==> config.mk <==
export PLATFORM = sky130hd
export DESIGN_NAME = fetch_unit
export DESIGN_NICKNAME = d
export VERILOG_FILES = /design/src/rtl/fetch_unit.sv
export SDC_FILE = /design/constraint.sdc
export NUM_CORES = 1
export LEC_CHECK = 0
export CAP_MARGIN = 10
export CELL_PAD_IN_SITES_DETAIL_PLACEMENT = 0
export CELL_PAD_IN_SITES_GLOBAL_PLACEMENT = 1
export CORE_MARGIN = 4
export CORE_UTILIZATION = 37
export CTS_CLUSTER_SIZE = 30
export DETAILED_ROUTE_END_ITERATION = 10
export PLACE_DENSITY = 0.87
export SLEW_MARGIN = 20
export SYNTH_ARGS = -nofsm -noshare
export SYNTH_HDL_FRONTEND = slang
export SYNTH_SLANG_ARGS = --single-unit
==> constraint.sdc <==
create_clock -name clk -period 2.3 [get_ports clk]
set_input_delay 0.345 -clock clk [delete_from_list [all_inputs] [get_ports clk]]
set_output_delay 0.345 -clock clk [all_outputs]
set_load 0.03 [all_outputs]
==> src/rtl/fetch_unit.sv <==
// fetch_unit: fetch PC generation, instmem read issue, QDEPTH-entry instruction queue, redirect.
// Define FETCH_HALT_EN to stop fetching after an opcode 4'hF instruction is queued.
module fetch_unit #(
  parameter int              PC_W     = 10,
  parameter int              INST_W   = 16,
  parameter int              QDEPTH   = 2,
  parameter logic [PC_W-1:0] RESET_PC = '0
) (
  input  logic              clk,
  input  logic              rst,
  output logic              imem_ren,
  output logic [PC_W-1:0]   imem_addr,
  input  logic [INST_W-1:0] imem_rdata,
  output logic              inst_valid,
  input  logic              inst_ready,
  output logic [INST_W-1:0] inst_data,
  output logic [PC_W-1:0]   inst_pc,
  input  logic              redirect_valid,
  input  logic [PC_W-1:0]   redirect_pc,
  output logic              halted
);
  localparam int PW = $clog2(QDEPTH);
  localparam int CW = PW + 1;

  logic [PC_W-1:0]   fetch_pc;
  logic [PC_W-1:0]   resp_pc;
  logic [INST_W-1:0] q_data [QDEPTH];
  logic [PC_W-1:0]   q_pc   [QDEPTH];
  logic [PW-1:0]     rd_ptr, wr_ptr;
  logic [CW-1:0]     count;
  logic              inflight, drop;
  logic              pop, push, room, halt_hit, halt_q;
  logic [CW:0]       occ, lim;

  assign inst_valid = (count != '0);
  assign inst_data  = inst_valid ? q_data[rd_ptr] : '0;
  assign inst_pc    = inst_valid ? q_pc[rd_ptr]   : '0;
  assign pop        = inst_valid && inst_ready;

  // Occupancy including the outstanding read must stay below QDEPTH after this cycle's pop.
  assign occ  = (CW+1)'(count) + (CW+1)'(inflight);
  assign lim  = (CW+1)'(QDEPTH) + (CW+1)'(pop);
  assign room = occ < lim;

  assign imem_ren  = !rst && (redirect_valid || (!halt_q && room));
  assign imem_addr = (!rst && redirect_valid) ? redirect_pc : fetch_pc;

  // A response landing in a redirect cycle is stale; the one after it belongs to the target.
  assign push = inflight && !drop && !redirect_valid;

`ifdef FETCH_HALT_EN
  assign halt_hit = push && (imem_rdata[15:12] == 4'hF);

  always_ff @(posedge clk) begin
    if (rst)                 halt_q <= 1'b0;
    else if (redirect_valid) halt_q <= 1'b0;
    else if (halt_hit)       halt_q <= 1'b1;
  end
`else
  assign halt_hit = 1'b0;
  assign halt_q   = 1'b0;
`endif

  assign halted = halt_q;

  always_ff @(posedge clk) begin
    if (rst) begin
      fetch_pc <= RESET_PC;
      resp_pc  <= RESET_PC;
      rd_ptr   <= '0;
      wr_ptr   <= '0;
      count    <= '0;
      inflight <= 1'b0;
      drop     <= 1'b0;
    end else begin
      inflight <= imem_ren;
      resp_pc  <= imem_addr;
      if (imem_ren) fetch_pc <= imem_addr + PC_W'(1);
      if (redirect_valid) begin
        rd_ptr <= '0;
        wr_ptr <= '0;
        count  <= '0;
        drop   <= 1'b0;
      end else begin
        // The read issued alongside a halt push returns after fetch has stopped.
        drop <= halt_hit;
        if (push) begin
          q_data[wr_ptr] <= imem_rdata;
          q_pc[wr_ptr]   <= resp_pc;
          wr_ptr         <= wr_ptr + PW'(1);
        end
        if (pop) rd_ptr <= rd_ptr + PW'(1);
        count <= count + CW'(push) - CW'(pop);
      end
    end
  end

  no_overflow: assert property (@(posedge clk) disable iff (rst) !(push && !pop && count == CW'(QDEPTH)));

endmodule

## Word-level counts from Yosys, hierarchy flattened

Memory sizes are Yosys's and may differ from the RTL's. A register that Yosys moved wholly into a read port is not among the register bits.
Index checks and enable logic that the tools add are counted.

| word-level totals | value |
|---|---|
| register bits | 25 |
| RAM bits | 52 |
| input port bits | 30 |
| output and inout bits | 39 |
| memories kept | 2 |

Memory list:

| memory | depth | bits a word | read ports | clocked after memory_dff | write ports | line | source |
|---|---|---|---|---|---|---|---|
| q_data | 2 | 16 | 1 | 1 | 1 | 27 | `logic [INST_W-1:0] q_data [QDEPTH];` |
| q_pc | 2 | 10 | 1 | 1 | 1 | 28 | `logic [PC_W-1:0] q_pc [QDEPTH];` |

| cells by class | value |
|---|---|
| add/sub/neg operators | 7 |
| magnitude comparators | 1 |
| mux-type cells | 11 |
| reduce and logical (&&, ||, !) cells | 9 |

Operator list:

| cell | count |
|---|---|
| $mux 10 | 2 |
| $mux 16 | 1 |
| $add 10x1->10 const B | 1 |
| $mux 1 | 8 |
| $logic_and 1x1->1 | 4 |
| $add 2x1->3 | 1 |
| $add 2x1->3 const A | 1 |
| $lt 3x3->1 | 1 |
| $add 1x1->1 const B | 2 |
| $add 2x1->2 | 1 |
| $logic_not 1->1 | 2 |
| $reduce_bool 2->1 | 1 |
| $reduce_or 2->1 | 1 |
| $sub 2x1->2 | 1 |
| $logic_or 1x1->1 | 1 |

## Depth between registers and ports, before layout

| depth | value |
|---|---|
| word-level depth | 6 |
| depth in mapped cells | 9 |
| depth with buffers taken out | 8 |

## Worst setup path before layout

Ideal clock, no wire load.

| timing | value |
|---|---|
| path type | input -> register |
| start | in rst |
| end | mem q_data[0][0] (enable) |
| setup time | 0.409 ns |
| data arrival time | 1.826 ns |
| data required time | 1.891 ns |
| slack | 0.065 ns |
| stages on the path | 4 |
| path buffers | 1 |
| cell sequence | clkbuf_1 nor2_1 nand2_1 nor2_1 |

| between the ends | value |
|---|---|
| word-level cells in the longest chain between the ends | 2 |

RTL lines:

| item | line | source |
|---|---|---|
| start: declaration | 10 | `input logic rst,` |
| $mux 1 | 67 | `if (rst) begin` |
| $mux 1 (implied by the code) | 88 | `q_data[wr_ptr] <= imem_rdata;` |
| end: declaration | 27 |  |

No other way between the ends.

## Worst setup path after layout

| timing | value |
|---|---|
| start | in redirect_valid |
| end | out imem_addr[1] |

| between the ends | value |
|---|---|
| word-level cells in the longest chain between the ends | 2 |

RTL lines:

| item | line | source |
|---|---|---|
| start: declaration | 18 | `input logic redirect_valid,` |
| $logic_and 1x1->1 | 46 | `assign imem_addr = (!rst && redirect_valid) ? redirect_pc : fetch_pc;` |
| $mux 10 | 46 |  |
| end: declaration | 12 | `output logic [PC_W-1:0] imem_addr,` |

No other way between the ends.

==> out/metrics.cfg <==
[min_path]
hold_path.class=reg2reg

[final_layout]
layout.cells.non_filler=465
area_delta_synth_final_pct=34.4
n_antenna_cell=0
nets=386
num-fill-cells=752
fin_util_pct=51.3
final_layout_size_suffix_gt1_share_pct=22.7

[route]
vias=2209
vias_per_cell=4.75
wl_per_cell_um=14.1
drt_wl_total_um=6550
drt_iter0_markers=50
drtPass1Iterations=4
ant_nets=0
drc=0

[grt]
grt-busiest-layer=met2
grt_pass1_wl_um=10300
use_met3_pct=3.11
use_met2_pct=20.8
grtUsageMet1_pct=16.5
overflow=0
grt_max_degree=30
grt_pass1_vias=2178
grtUsageTotal_pct=12.7
antenna_found_initial=0

[clock_tree]
numCtsBuffers=9
cts_tree=yes
root_buffer=clkbuf_8
clk_latency_ns=0.34
cts_num_sinks=78
cts_buffer_depth=2
cts.htree.levels=3
clk_pin_slew_ns=0.08
cts.hold.buffers_added=0

[worst_setup_path]
reg2reg_slack_ns=0.37
arrival_ns=1.84
critPathMaxFanout=12
start_kind=input port
slowest_delay_ns=0.47
path_buf_inv=3
cp_data_required_time_ns=1.96
worst-setup-path-type=in2out
critPathTopFamily=buffers and inverters
cp_cell_sequence=clkdlybuf4s50_1, nor2b_4, buf_12, mux2_2, dlygate4sd2_1
crit_slowest_cell=clkdlybuf4s50_1
end_kind=output pin

[sta]
fin_ws_ns=0.116
fin_worst_skew_ns=0.00959
fin_crit_ns=2.18
fin_crit_sh_pct=95.0
hold_viol_final=0
slew_viol_final=0
fmax_mhz=458
rsz0062_at_grt=no
setup_violations=0

[floorplan]
core_um2=8720
die_w_um=103
num_rows=34
ios=69
die_h_um=103
initial_core_util_pct=38.1
die_area_um2=10600

[yosys]
ys_seq_area_share_pct=62.6
synth_xor_area_share_pct=2.11
ys_ff_latch=78
yosysTopAreaCell=edfxtp_1
netlist_area_um2=3330
synth-compound-area-share_pct=3.84
synth_cell_types=46
synthesis.instances=262
ys_warn_count=0
avgSynthCellArea_um2=12.7
yosysMostFrequentCell=edfxtp_1
synth_mux_area_share_pct=13.7
synth_common_cells=edfxtp_1 (52), nor2_1 (40), mux2i_1 (34), dfxtp_1 (26), nand2_1 (12)
synth_edf_count=52
synthTopCellsByArea=edfxtp_1 (47%), dfxtp_1 (16%), mux2i_1 (10%), nor2_1 (4.5%), mux2_2 (1.7%)
synthSimpleGateAreaFrac_pct=12.6
synth_adder_area_share_pct=1.50
postSynth.asyncResetShare_pct=0
synth_top_family_by_area=multiplexers
synth.top_cell.area_share_pct=46.9
synth_nets=296
ys.flop_type=edfxtp_1

[power]
irDropWorstVdd_mv=0.336
power_leakage_uw=0.00174
p_total_uw=2970
power_density_nw_per_um2=663

[run_status]
outcome=complete, no violations

[run]
max_cap_violations=0

[placement]
gp_congestion=0.773
dp_hpwl_um=4710
port_buffers=67
dp.cells=449
place_ws_ns=-0.135

-- power by group --
group / switching, uW / total [uW] / internal (uW)
registers: 24.9 / 1560 / 1540
clock network: 471 / 972 / 500
logic: 227 / 430 / 203
total: 723 / 2970 / 2240
-- state kept, by name, summed over array words and instances, names as in the netlist, named ones only --
signal    cells
q_pc         20
rd_ptr        1
inflight      1
count         2
resp_pc      10
wr_ptr        1
q_data       32
fetch_pc     10
-- final cells by class --
| class | count | area (um2) | share of cell area (%) |
|---|---|---|---|
| Sequential cell | 78 | 2080 | 46.6 |
| Timing Repair Buffer | 93 | 898 | 20.1 |
| Clock inverter | 6 | 62.6 | 1.40 |
| Tap cell | 108 | 135 | 3.02 |
| Clock buffer | 10 | 128 | 2.85 |
| Multi-Input combinational cell | 161 | 1130 | 25.3 |
| Inverter | 9 | 33.8 | 0.756 |
-- what timing repair did --
action | 4_1_cts | 5_1_grt
resized for setup | 10 | 1
setup buffers | 0 | 0
endpoints found under the setup margin | 10 | 1
-- stage by stage --
step / hold slack (ns) / TNS (ns) / cell area [um2]
final: 0.430 / 0 / 4470
after floorplan: 0.404 / 0 / 3330
after detailed placement: 0.415 / -1.08 / 4290
after global placement: 0.407 / -0.776 / 4290
after CTS: 0.430 / 0 / 4470
after global routing: 0.441 / 0 / 4470
-- kinds of logic (layout without fill, tap and decap cells) --
logic type	count (synthesis)	in the layout
adder cells (fa/ha/maj)	4	4
AND/OR/NAND/NOR	86	86
AO/OA/AOI/OAI	20	20
XOR/XNOR	8	8
flip-flops	78	78
buffers and inverters	23	118
other	1	1
multiplexers	42	42
-- layer usage --
layer	wire length [um]	vias to the layer above
met1	3070	1019
met2	3030	65
met4	90	0
met5	0	-
li1	-	1116
met3	360	9
-- final timing paths --
| path | start | endpoint | depth (start not counted) |
|---|---|---|---|
| min | resp_pc[3] | q_pc[1][3] | 0 |
| max | redirect_valid | imem_addr[1] | 5 |
| max reg2reg | count[0] | fetch_pc[6] | 7 |
| min reg2reg | resp_pc[3] | q_pc[1][3] | 0 |
-- cell usage in the layout, fill, tap and decap left out, types with 2 or more instances in the layout --
cell type and instances:
nor4_1 3, clkdlybuf4s50_1 30, nand3b_1 3, nor2_1 38
inv_1 8, mux2i_4 2, mux2i_1 34, and3_1 3
nand3_1 7, nand2_1 12, ha_1 4, o21a_1 2
a21oi_1 6, xor2_1 2, buf_4 44, dlygate4sd2_1 10
clkinv_4 2, nor2b_1 4, dfxtp_1 26, edfxtp_1 52
o21ai_1 2, nor3_1 5, mux2_2 5, o21ai_0 3
clkbuf_8 9, nor2_2 2, buf_12 9, xnor2_1 6
(Power assumes the default switching activity.)
